## src/rtl/muldiv_pkg.sv

```systemverilog
// Shared definitions for the iterative multiply/divide unit: operation
// encodings, FSM state type and small operation-decode helpers.
package muldiv_pkg;

    typedef enum logic [1:0] {
        OP_MULT  = 2'b00,
        OP_MULTU = 2'b01,
        OP_DIV   = 2'b10,
        OP_DIVU  = 2'b11
    } op_e;

    typedef enum logic [2:0] {
        S_IDLE,
        S_MUL,
        S_DIV,
        S_FIX,
        S_DONE_Z
    } state_e;

    function automatic logic op_is_div(input logic [1:0] op);
        return (op == OP_DIV) || (op == OP_DIVU);
    endfunction

    function automatic logic op_is_signed(input logic [1:0] op);
        return (op == OP_MULT) || (op == OP_DIV);
    endfunction

endpackage

```

## src/rtl/muldiv_unit.sv

```systemverilog
// Shared iterative multiply/divide engine: shift-add multiply and restoring
// divide on operand magnitudes, one bit per cycle, with final sign fix-up.
module muldiv_unit
    import muldiv_pkg::*;
#(
    parameter int WIDTH = 32
) (
    input  logic             clk,
    input  logic             reset,
    input  logic             start,
    input  logic [1:0]       op,
    input  logic [WIDTH-1:0] a,
    input  logic [WIDTH-1:0] b,
    output logic             busy,
    output logic             done,
    output logic             div_zero,
    output logic [WIDTH-1:0] hi,
    output logic [WIDTH-1:0] lo
);

    localparam int CW = $clog2(WIDTH + 1);

    state_e             r_state;
    state_e             w_state_next;
    logic [CW-1:0]      r_cnt;
    logic [2*WIDTH-1:0] r_acc;
    logic [WIDTH-1:0]   r_mag_b;
    logic [WIDTH-1:0]   r_hi;
    logic [WIDTH-1:0]   r_lo;
    logic               r_is_div;
    logic               r_sign_a;
    logic               r_sign_b;
    logic               r_done;
    logic               r_div_zero;

    logic               w_signed_op;
    logic               w_div_op;
    logic [WIDTH-1:0]   w_mag_a;
    logic [WIDTH-1:0]   w_mag_b;
    logic [WIDTH:0]     w_mul_sum;
    logic [2*WIDTH-1:0] w_mul_next;
    logic [WIDTH:0]     w_div_tmp;
    logic [WIDTH:0]     w_div_diff;
    logic               w_div_ge;
    logic [2*WIDTH-1:0] w_div_next;
    logic [2*WIDTH-1:0] w_step;
    logic [2*WIDTH-1:0] w_prod;
    logic [WIDTH-1:0]   w_quo;
    logic [WIDTH-1:0]   w_rem;

    assign w_signed_op = op_is_signed(op);
    assign w_div_op    = op_is_div(op);
    assign w_mag_a     = (w_signed_op && a[WIDTH-1]) ? -a : a;
    assign w_mag_b     = (w_signed_op && b[WIDTH-1]) ? -b : b;

    // Multiply: accumulator holds {partial product, remaining multiplier bits}.
    assign w_mul_sum  = {1'b0, r_acc[2*WIDTH-1:WIDTH]} + {1'b0, r_mag_b};
    assign w_mul_next = r_acc[0] ? {w_mul_sum, r_acc[WIDTH-1:1]}
                                 : {1'b0, r_acc[2*WIDTH-1:WIDTH], r_acc[WIDTH-1:1]};

    // Divide: accumulator holds {partial remainder, dividend/quotient bits}.
    assign w_div_tmp  = {r_acc[2*WIDTH-1:WIDTH], r_acc[WIDTH-1]};
    assign w_div_diff = w_div_tmp - {1'b0, r_mag_b};
    assign w_div_ge   = ~w_div_diff[WIDTH];
    assign w_div_next = {w_div_ge ? w_div_diff[WIDTH-1:0] : w_div_tmp[WIDTH-1:0],
                         r_acc[WIDTH-2:0], w_div_ge};

    assign w_step = r_is_div ? w_div_next : w_mul_next;

    // FIX performs the last iteration and the sign correction in one cycle.
    assign w_prod = (r_sign_a ^ r_sign_b) ? -w_step : w_step;
    assign w_quo  = (r_sign_a ^ r_sign_b) ? -w_step[WIDTH-1:0] : w_step[WIDTH-1:0];
    assign w_rem  = r_sign_a ? -w_step[2*WIDTH-1:WIDTH] : w_step[2*WIDTH-1:WIDTH];

    always_ff @(posedge clk or posedge reset) begin
        if (reset) r_state <= S_IDLE;
        else       r_state <= w_state_next;
    end

    always_comb begin
        // NOTE: default first so every path assigns the next state; no latch.
        w_state_next = r_state;
        unique case (r_state)
            S_IDLE: begin
                if (start) begin
                    if (w_div_op && (b == '0)) w_state_next = S_DONE_Z;
                    else if (w_div_op)         w_state_next = S_DIV;
                    else                       w_state_next = S_MUL;
                end
            end
            S_MUL, S_DIV: if (r_cnt == CW'(2)) w_state_next = S_FIX;
            S_FIX, S_DONE_Z: w_state_next = S_IDLE;
            default: w_state_next = S_IDLE;
        endcase
    end

    always_ff @(posedge clk or posedge reset) begin
        if (reset) begin
            r_cnt      <= '0;
            r_acc      <= '0;
            r_mag_b    <= '0;
            r_hi       <= '0;
            r_lo       <= '0;
            r_is_div   <= 1'b0;
            r_sign_a   <= 1'b0;
            r_sign_b   <= 1'b0;
            r_done     <= 1'b0;
            r_div_zero <= 1'b0;
        end else begin
            // NOTE: non-blocking throughout so every register sees pre-edge values.
            r_done <= 1'b0;
            unique case (r_state)
                S_IDLE: begin
                    if (start) begin
                        r_div_zero <= 1'b0;
                        r_is_div   <= w_div_op;
                        r_sign_a   <= w_signed_op & a[WIDTH-1];
                        r_sign_b   <= w_signed_op & b[WIDTH-1];
                        r_mag_b    <= w_mag_b;
                        r_acc      <= {{WIDTH{1'b0}}, w_mag_a};
                        r_cnt      <= CW'(WIDTH);
                    end
                end
                S_MUL, S_DIV: begin
                    r_acc <= w_step;
                    r_cnt <= r_cnt - CW'(1);
                end
                S_FIX: begin
                    r_cnt  <= r_cnt - CW'(1);
                    r_hi   <= r_is_div ? w_rem : w_prod[2*WIDTH-1:WIDTH];
                    r_lo   <= r_is_div ? w_quo : w_prod[WIDTH-1:0];
                    r_done <= 1'b1;
                end
                S_DONE_Z: begin
                    r_div_zero <= 1'b1;
                    r_done     <= 1'b1;
                end
                default: ;
            endcase
        end
    end

    assign busy     = (r_state != S_IDLE);
    assign done     = r_done;
    assign div_zero = r_div_zero;
    assign hi       = r_hi;
    assign lo       = r_lo;

endmodule

```

## config.mk

```make
export PLATFORM = sky130hd
export DESIGN_NAME = muldiv_unit
export DESIGN_NICKNAME = d
export VERILOG_FILES = /design/src/rtl/muldiv_pkg.sv /design/src/rtl/muldiv_unit.sv
export SDC_FILE = /design/constraint.sdc
export NUM_CORES = 1
export LEC_CHECK = 0
export ABC_CLOCK_PERIOD_IN_PS = 5500
export BUFFER_PORTS_ARGS = -buffer_cell sky130_fd_sc_hd__buf_4
export CAP_MARGIN = 20
export CORE_ASPECT_RATIO = 0.6
export CORE_MARGIN = 2
export CORE_UTILIZATION = 57
export CTS_BUF_LIST = sky130_fd_sc_hd__clkbuf_4 sky130_fd_sc_hd__clkbuf_8
export CTS_CLUSTER_DIAMETER = 40
export DETAILED_ROUTE_END_ITERATION = 7
export GPL_TIMING_DRIVEN = 0
export PLACE_DENSITY = 0.81
export SLEW_MARGIN = 15
export SYNTH_ARGS = -nofsm -noshare
export SYNTH_HDL_FRONTEND = slang
export SYNTH_SLANG_ARGS = --single-unit
```

## constraint.sdc

```tcl
create_clock -name clk -period 5.5 [get_ports clk]
set_clock_uncertainty 0.15 [all_clocks]
set_input_delay 0.825 -clock clk [delete_from_list [all_inputs] [get_ports clk]]
set_output_delay 0.825 -clock clk [all_outputs]
set_load 0.005 [all_outputs]
```

==> report_table.html, run 1 <==
<table>
<tr><th>Metric</th><th>Value</th></tr>
<tr><th colspan="2">Final layout</th></tr>
<tr><td>Final net count</td><td>roughly 2200</td></tr>
<tr><td>Ratio of cells with drive above 1 in the final layout</td><td>15.64%</td></tr>
<tr><td>Growth of design area from synthesis to finish</td><td>16.09%</td></tr>
<tr><td>Final standard cell area without fillers</td><td>~17000 µm²</td></tr>
<tr><th colspan="2">Routing</th></tr>
<tr><td>Vias per inst</td><td>~6.6</td></tr>
<tr><td>Wirelength, routed</td><td>between 50000 and 60000 µm</td></tr>
<tr><td>Total number of vias</td><td>around 16000</td></tr>
<tr><td>Remaining antenna violation count</td><td>0</td></tr>
<tr><td>Total DRC errors in the routed layout</td><td>4</td></tr>
<tr><td>Post-DR wirelength/cell</td><td>between 20 and 25 µm</td></tr>
<tr><td>First drt pass iteration count</td><td>8</td></tr>
<tr><td>Initial DRC count</td><td>~2300</td></tr>
<tr><th colspan="2">STA</th></tr>
<tr><td>Number of setup violations in the final report</td><td>2</td></tr>
<tr><td>Final critical-path setup slack</td><td>-0.009216 ns</td></tr>
<tr><td>Final hold vios</td><td>0</td></tr>
<tr><td>Period minus WS final</td><td>about 5.5 ns</td></tr>
<tr><td>Final worst-path cycle share</td><td>100.2%</td></tr>
<tr><td>Final Max Tran Viols</td><td>0</td></tr>
<tr><td>Slew of the pin with the lowest slew margin</td><td>about 1.1 ns</td></tr>
<tr><td>Max frequency</td><td>roughly 0.18 GHz</td></tr>
<tr><td>Worst slew margin relative to its limit</td><td>between 20% and 30%</td></tr>
<tr><th colspan="2">Logic synthesis</th></tr>
<tr><td>Main synth FF type</td><td>dfrtp_1</td></tr>
<tr><td>Post-synth EDFFs</td><td>0</td></tr>
<tr><td>Cell types with the largest area share after synthesis</td><td>dfrtp_1 29%, o21ai_0 7.5%, nand2_1 6.6%, ha_1 5.9%, xnor2_1 4.8%</td></tr>
<tr><td>Sequential area share after synthesis</td><td>between 20% and 30%</td></tr>
<tr><td>Gate count after technology mapping</td><td>~1900</td></tr>
<tr><td>Count of synthesis-stage warnings from yosys</td><td>0</td></tr>
<tr><td>Count of different cell masters after synthesis</td><td>between 90 and 100</td></tr>
<tr><td>Proportion of register bits with asynchronous set or reset after synthesis</td><td>100.0%</td></tr>
<tr><td>Average size of a mapped cell</td><td>~7.9 µm²</td></tr>
<tr><td>Top cell type by total area after synthesis</td><td>dfrtp_1</td></tr>
<tr><td>Net Count, Synth</td><td>a little over 2000</td></tr>
<tr><td>Netlist area before placement</td><td>14840 µm²</td></tr>
<tr><td>Area fraction of the dominant cell type after synthesis</td><td>29.34%</td></tr>
<tr><td>Seq cells post-synth</td><td>between 150 and 200</td></tr>
<tr><th colspan="2">Critical path</th></tr>
<tr><td>Crit start category</td><td>flip-flop</td></tr>
<tr><td>Register-to-Register Path Depth</td><td>19</td></tr>
<tr><td>Critical path start-end classification</td><td>reg2reg</td></tr>
<tr><td>Critical path fanouts, max</td><td>10</td></tr>
<tr><td>Critical Path Start</td><td>r_is_div$_DFFE_PP0P_</td></tr>
<tr><td>Worst setup slack for register-to-register paths</td><td>-0.009 ns</td></tr>
<tr><td>Critical Path RT</td><td>5.80 ns</td></tr>
<tr><td>R2R Path End</td><td>hi[14]$_DFFE_PP0N_</td></tr>
<tr><td>Critical Path Sink</td><td>hi[14]$_DFFE_PP0N_</td></tr>
<tr><td>Start of the worst register-to-register path</td><td>r_is_div$_DFFE_PP0P_</td></tr>
<tr><td>Crit end category</td><td>flip-flop</td></tr>
<tr><td>WP data arrival</td><td>5.81 ns</td></tr>
<tr><th colspan="2">Die</th></tr>
<tr><td>Area of the core region</td><td>~25000 µm²</td></tr>
<tr><td>I/O pin count</td><td>approximately 140</td></tr>
<tr><td>X dimension of the die</td><td>212.3 µm</td></tr>
<tr><td>Starting density of the core</td><td>between 50% and 60%</td></tr>
<tr><td>Area of the die</td><td>around 27000 µm²</td></tr>
<tr><td>Num rows</td><td>between 40 and 50</td></tr>
<tr><td>Die Ht</td><td>129.0 µm</td></tr>
<tr><th colspan="2">Clock network</th></tr>
<tr><td>Clock latency of the later-clocked register in the worst-skew pair</td><td>~0.54 ns</td></tr>
<tr><td># H-tree levels</td><td>4</td></tr>
<tr><td>Clock tree from TritonCTS</td><td>built</td></tr>
<tr><td>Number of sinks handled by clock tree synthesis</td><td>about 170</td></tr>
<tr><td>Cts-stage hold buffer count</td><td>0</td></tr>
<tr><td>Root buffer cell</td><td>clkbuf_8</td></tr>
<tr><td>Clock slew at the register clock pins of the worst setup and hold paths</td><td>roughly 0.12 ns</td></tr>
<tr><td>Number of CTS-inserted buffers</td><td>17</td></tr>
<tr><td>Buffers from clock root to sink, at most</td><td>2</td></tr>
<tr><th colspan="2">Placement</th></tr>
<tr><td>PortBufs</td><td>~140</td></tr>
<tr><td>Total half-perimeter wirelength after legalization and detailed placement</td><td>around 45000 µm</td></tr>
<tr><td>Cell area after placement</td><td>approximately 16000 µm²</td></tr>
<tr><td>Gp weighted congestion</td><td>1.013</td></tr>
<tr><th colspan="2">Outcome</th></tr>
<tr><td>Violated checks</td><td>DRC, setup timing</td></tr>
<tr><td>Outcome</td><td>finished, violations left</td></tr>
<tr><th colspan="2">Min path</th></tr>
<tr><td>Worst min path class</td><td>in2async</td></tr>
<tr><th colspan="2">Global routing</th></tr>
<tr><td>Overflow left after global routing</td><td>0</td></tr>
<tr><td>Wire length of the first global-routing pass</td><td>83200 µm</td></tr>
<tr><td>Overall global routing resource usage</td><td>between 40% and 50%</td></tr>
<tr><td>Vias in the first global route</td><td>~14000</td></tr>
<tr><td>Initial antenna violation count</td><td>1</td></tr>
<tr><td>Largest net degree at the start of global routing</td><td>38</td></tr>
<tr><th colspan="2">Run</th></tr>
<tr><td>Max-cap check violation count</td><td>0</td></tr>
</table>
[what timing repair did]
item,in CTS,in global routing
gates cloned,0,0
pin swaps,7,15
setup buffers,9,16
setup endpoints to repair,23,17
gates resized for setup,18,55
[sequential cells by signal (all words and copies together), names as in the netlist, 3 cells and up]
| register | cells |
|---|---|
| r_state | 3 |
| r_acc | 64 |
| r_mag_b | 32 |
| r_cnt | 6 |
| lo | 32 |
| hi | 32 |
[final cells by class]
cell class	count	area, µm²
Multi-Input combinational cell	1541	10060
Fill cell	2188	8219
Sequential cell	174	4382
Timing Repair Buffer	165	1301
Tap cell	352	440.4
Buffer	92	391.6
Inverter	67	259.0
Clock buffer	18	241.5
Clock inverter	14	148.9
Antenna cell	1	2.502
[synthesized netlist by cell type, drive strengths merged, types with 10 or more instances]
library cell and n:
xor2 70, inv 67, a21oi 139, o21a 14, and2 10, a21o 26
nor2b 27, mux2i 36, buf 23, a211oi 27, a31oi 23, nor2 118
nand3 32, or2 10, and3 13, nand4 15, nor3 47, dfrtp 174
o31ai 14, nand2 260, o21ai 241, nor4 13, a311oi 11, nand2b 16
or3 31, o211ai 47, xnor2 82, ha 70, a22o 23, clkbuf 71
[how the worst min path moves through the flow]
| stage | start | to | slack [ns] | cells after the start |
|---|---|---|---|---|
| 2_1_floorplan | r_cnt[5]$_DFFE_PP0P_ | r_cnt[5]$_DFFE_PP0P_ | 0.30 | 1 |
| 3_3_place_gp | r_cnt[5]$_DFFE_PP0P_ | r_cnt[5]$_DFFE_PP0P_ | 0.31 | 1 |
| 6_report | reset | r_acc[58]$_DFFE_PP0P_ | 0.17 | 2 |
| 5_1_grt | reset | hi[23]$_DFFE_PP0N_ | 0.19 | 2 |
| 4_1_cts | reset | r_acc[58]$_DFFE_PP0P_ | 0.18 | 2 |
| 3_5_place_dp | hi[12]$_DFFE_PP0N_ | hi[12]$_DFFE_PP0N_ | 0.32 | 2 |
[per-layer routing]
metal,GRT usage [%],up-vias,routed length (µm)
li1,-,7195,-
met1,62.83,7534,25510
met2,50.18,1064,20220
met3,19.77,102,9845
met4,6.746,2,891
met5,0.8621,-,32
[logic make-up (layout without fill, tap and decap cells)]
group | Yosys count | in the layout | synth area share, %
DFF | 174 | 174 | 29.34
buffers and inverters | 161 | 356 | 4.358
AOI/OAI and AO/OA | 654 | 654 | 28.44
adders and majority gates | 72 | 72 | 6.171
and+or+nand+nor | 626 | 626 | 20.22
other | 0 | 1 | 0
muxes | 37 | 37 | 2.504
xor gates and xnor gates | 152 | 152 | 8.970
[critical path, cell delays in order, from the launching register on]
cell and delay [ns]:
dfrtp_1 0.52, buf_4 0.26, inv_1 0.19, buf_1 0.41, clkbuf_1 0.41, clkbuf_1 0.52
a21boi_4 0.32, ha_2 0.23, o21ai_0 0.12, or4_1 0.45, or2_4 0.29, nor4_4 0.29
nand2_1 0.14, nor2_2 0.19, and2_4 0.18, nand2b_4 0.16, nor4b_2 0.21, nor2_1 0.08
xnor2_1 0.15, o21ai_1 0.15
[through the flow]
step           worst slack [ns]  setup TNS [ns]  instances  hold WS (ns)  utilization, %
2_1_floorplan           0.04980               0       1876        0.2956               -
3_3_place_gp             -1.115          -16.08       2363        0.3136           64.07
3_5_place_dp             -1.298          -20.09       2368        0.3231           64.46
4_1_cts                0.003201               0       2409        0.1774           66.58
5_1_grt                -0.02490        -0.03251       2423        0.1922           67.69
6_report              -0.009216        -0.01666       2424        0.1671           67.70
[layout by cell type (no fill, tap or decap), types with 12 or more instances in the layout]
cell type / synthesis / routed
ha_2: 0 / 12
a21o_1: 26 / 26
inv_1: 67 / 65
xor2_1: 70 / 70
nand2_1: 260 / 258
ha_1: 70 / 54
a31oi_1: 23 / 23
xnor2_1: 82 / 82
nor2b_1: 25 / 24
nand3_1: 30 / 29
or3_1: 29 / 29
a22o_1: 23 / 23
nand2b_1: 16 / 14
nor2_1: 116 / 115
o21ai_0: 222 / 219
clkbuf_1: 71 / 69
and3_1: 13 / 13
o211ai_1: 46 / 46
nand4_1: 15 / 15
nor3_1: 46 / 46
buf_4: 2 / 162
o21a_1: 13 / 13
mux2i_1: 36 / 36
a211oi_1: 24 / 24
o21ai_1: 16 / 18
clkbuf_8: 0 / 17
dfrtp_1: 174 / 152
a21oi_1: 134 / 132
dfrtp_2: 0 / 22
o31ai_1: 13 / 13
Power of run 1 is left out: the tool's default activity adds up to more than one toggle a clock period on the data nets, which glitch-free logic cannot reach.
==> inputs of run 2 (changes only) <==
- CORE_ASPECT_RATIO: 0.6 -> 0.8
==> run 2 against run 1 <==
  * Wire length shrank 3.3%
  * Largest cell class unchanged
  * The run now ends clean
  * Non-clock buffer count is 1 higher
  * Critical path depth grew 4
  * Via count fell by 0.16%
==> report_table.html, run 2 (synthesis results as in run 1) <==
<table>
<tr><th>Metric</th><th>Value</th></tr>
<tr><th colspan="2">Run</th></tr>
<tr><td>Max-cap check violation count</td><td>0 (unchanged)</td></tr>
<tr><th colspan="2">Clock network</th></tr>
<tr><td>Clock slew at the register clock pins of the worst setup and hold paths</td><td>0.11 ns (about the same)</td></tr>
<tr><td># H-tree levels</td><td>4 (unchanged)</td></tr>
<tr><td>Clock latency of the later-clocked register in the worst-skew pair</td><td>0.50 ns (-0.04 ns)</td></tr>
<tr><td>Buffers from clock root to sink, at most</td><td>2 (unchanged)</td></tr>
<tr><td>Number of CTS-inserted buffers</td><td>17 (unchanged)</td></tr>
<tr><td>Clock tree from TritonCTS</td><td>built</td></tr>
<tr><td>Root buffer cell</td><td>clkbuf_8</td></tr>
<tr><td>Number of sinks handled by clock tree synthesis</td><td>174 (unchanged)</td></tr>
<tr><td>Cts-stage hold buffer count</td><td>0 (unchanged)</td></tr>
<tr><th colspan="2">Placement</th></tr>
<tr><td>PortBufs</td><td>135 (unchanged)</td></tr>
<tr><td>Total half-perimeter wirelength after legalization and detailed placement</td><td>43770 µm (-3.2%)</td></tr>
<tr><td>Post-placement cell count</td><td>2367 (-0.042%)</td></tr>
<tr><td>Cell area after placement</td><td>16410 µm² (about the same)</td></tr>
<tr><td>Gp weighted congestion</td><td>1.024 (+1.0%)</td></tr>
<tr><th colspan="2">Global routing</th></tr>
<tr><td>Initial antenna violation count</td><td>0 (-1)</td></tr>
<tr><td>Largest net degree at the start of global routing</td><td>36 (-5.3%)</td></tr>
<tr><td>Overall global routing resource usage</td><td>39.57% (-1.2 points)</td></tr>
<tr><td>Wire length of the first global-routing pass</td><td>82740 µm (-0.55%)</td></tr>
<tr><td>Vias in the first global route</td><td>14590 (+4.2%)</td></tr>
<tr><td>Overflow left after global routing</td><td>0 (unchanged)</td></tr>
<tr><th colspan="2">Final layout</th></tr>
<tr><td>Non-Filler Instances</td><td>2423 (-0.041%)</td></tr>
<tr><td>Number of flip-flops in the largest register</td><td>64 (unchanged)</td></tr>
<tr><td>Growth of design area from synthesis to finish</td><td>16.63%</td></tr>
<tr><td>Final standard cell area without fillers</td><td>17310 µm² (+0.46%)</td></tr>
<tr><td>Number of diodes</td><td>0 (-1)</td></tr>
<tr><td>Leading cell type in the layout, fill and taps excluded</td><td>nand2_1</td></tr>
<tr><td>Ratio of cells with drive above 1 in the final layout</td><td>15.69% (+0.041 points)</td></tr>
<tr><td>Leading cell types in the layout, fill and taps excluded</td><td>258 x nand2_1, 218 x o21ai_0, 163 x buf_4</td></tr>
<tr><td>Final net count</td><td>2200 (+0.045%)</td></tr>
<tr><td>Most flop-heavy register</td><td>r_acc</td></tr>
<tr><th colspan="2">Critical path</th></tr>
<tr><td>Crit start category</td><td>flip-flop</td></tr>
<tr><td>WP data arrival</td><td>5.63 ns (-0.18 ns)</td></tr>
<tr><td>R2R Path End</td><td>hi[14]$_DFFE_PP0N_</td></tr>
<tr><td>Critical Path RT</td><td>5.74 ns (-0.06 ns)</td></tr>
<tr><td>Register-to-Register Path Depth</td><td>23 (+4)</td></tr>
<tr><td>Crit end category</td><td>flip-flop</td></tr>
<tr><td>Critical path fanouts, max</td><td>7 (-3)</td></tr>
<tr><td>Start of the worst register-to-register path</td><td>r_acc[52]$_DFFE_PP0P_</td></tr>
<tr><td>Critical path start-end classification</td><td>reg2reg</td></tr>
<tr><td>Worst setup slack for register-to-register paths</td><td>0.11 ns (+0.12 ns)</td></tr>
<tr><th colspan="2">Routing</th></tr>
<tr><td>Total number of vias</td><td>15870 (-0.16%)</td></tr>
<tr><td>Initial DRC count</td><td>2061 (-12%)</td></tr>
<tr><td>Remaining antenna violation count</td><td>0 (unchanged)</td></tr>
<tr><td>First drt pass iteration count</td><td>6 (-2)</td></tr>
<tr><td>Wirelength, routed</td><td>54650 µm (-3.3%)</td></tr>
<tr><td>Vias per inst</td><td>6.550 (-0.12%)</td></tr>
<tr><td>Post-DR wirelength/cell</td><td>22.56 µm (-3.2%)</td></tr>
<tr><td>Total DRC errors in the routed layout</td><td>0 (-4)</td></tr>
<tr><th colspan="2">Die</th></tr>
<tr><td>Num rows</td><td>52 (+16%)</td></tr>
<tr><td>X dimension of the die</td><td>184.4 µm (-13%)</td></tr>
<tr><td>Die Ht</td><td>148.3 µm (+15%)</td></tr>
<tr><td>Area of the die</td><td>27350 µm² (-0.13%)</td></tr>
<tr><td>Starting density of the core</td><td>58.34% (about the same)</td></tr>
<tr><td>Area of the core region</td><td>25440 µm² (about the same)</td></tr>
<tr><td>I/O pin count</td><td>136 (unchanged)</td></tr>
<tr><th colspan="2">STA</th></tr>
<tr><td>Period minus WS final</td><td>5.390 ns (-0.1195 ns)</td></tr>
<tr><td>Worst slew margin relative to its limit</td><td>29.33% (+0.12 points)</td></tr>
<tr><td>Slew of the pin with the lowest slew margin</td><td>1.056 ns (-0.001810 ns)</td></tr>
<tr><td>Final worst-path cycle share</td><td>97.99% (-2.2 points)</td></tr>
<tr><td>Final hold vios</td><td>0 (unchanged)</td></tr>
<tr><td>Number of setup violations in the final report</td><td>0 (-2)</td></tr>
<tr><td>Final Max Tran Viols</td><td>0 (unchanged)</td></tr>
<tr><td>Max frequency</td><td>0.1855 GHz (+2.2%)</td></tr>
<tr><th colspan="2">Outcome</th></tr>
<tr><td>Outcome</td><td>complete, no violations</td></tr>
<tr><th colspan="2">Min path</th></tr>
<tr><td>Worst min path class</td><td>in2async</td></tr>
</table>
[run 2: cell types whose count changed in the layout (fill, tap and decap cells not counted), moves of 2 or more]
cell	delta
o21ai_2	+2
ha_1	+2
dfrtp_1	+4
dfrtp_2	-4
a21oi_1	-2
ha_4	+3
clkinv_8	+4
ha_2	-5
nor2_1	-2
inv_8	-3
[run 2: per-layer routing]
metal  global-route usage [%]  wire [µm]
met1                    58.54      23540
met2                    54.04      21590
met3                    13.86       8254
met4                    11.00       1260
met5                        0          0
[run 2: critical path: stages, from the launching register on]
cell and delay (ns):
dfrtp_2 0.50, ha_2 0.46, o21ai_0 0.16, a21oi_1 0.26, a221oi_4 0.13, buf_4 0.19, o21ai_2 0.20, o21ai_2 0.12
buf_6 0.16, nand3_4 0.08, a21boi_4 0.24, ha_4 0.18, o21ai_2 0.08, or4_4 0.44, or2_4 0.28, nor4_4 0.34
nand2_2 0.13, nor2_4 0.19, and2_4 0.19, nand2b_4 0.16, nor4b_4 0.23, nor2_2 0.09, xnor2_1 0.22, o21ai_1 0.08
[run 2: how the worst max path moves through the flow]
stage | from | to | slack (ns) | depth (start not counted)
2_1_floorplan | r_acc[31]$_DFFE_PP0P_ | hi[14]$_DFFE_PP0N_ | 0.05 | 24
3_3_place_gp | r_acc[31]$_DFFE_PP0P_ | hi[26]$_DFFE_PP0N_ | -1.15 | 24
3_5_place_dp | r_acc[31]$_DFFE_PP0P_ | hi[14]$_DFFE_PP0N_ | -1.27 | 24
4_1_cts | r_mag_b[0]$_DFFE_PP0P_ | hi[26]$_DFFE_PP0N_ | 0.02 | 23
5_1_grt | r_mag_b[0]$_DFFE_PP0P_ | hi[14]$_DFFE_PP0N_ | -0.0007 | 23
6_report | r_acc[52]$_DFFE_PP0P_ | hi[14]$_DFFE_PP0N_ | 0.11 | 23
[run 2: what timing repair did]
action                     in CTS  in global routing
setup endpoints to repair      23                 16
hold endpoints to repair        0                  0
pin swaps                       8                 18
resized for setup              23                 58
setup buffers                   9                 17
[run 2: layout make-up]
cell class,count,area [µm²]
multi-input cells,1541,10130
fillers,2211,8129
flip-flops and latches,174,4377
repair buffers,166,1316
well taps,351,439.2
plain buffers,92,391.6
inverters,67,255.2
clock buffers,18,247.7
clock inverters,14,150.1
[run 2: through the flow]
step / util (%) / setup WS [ns] / hold WS, ns / TNS [ns]
after floorplan: - / 0.04980 / 0.2956 / 0
after global placement: 64.09 / -1.152 / 0.3136 / -17.01
after detailed placement: 64.51 / -1.272 / 0.3187 / -19.25
after CTS: 66.72 / 0.01536 / 0.2100 / 0
after global routing: 68.05 / -0.0006994 / 0.2252 / -0.0006994
final: 68.05 / 0.1103 / 0.2049 / 0
Power of run 2 is left out for the same reason.
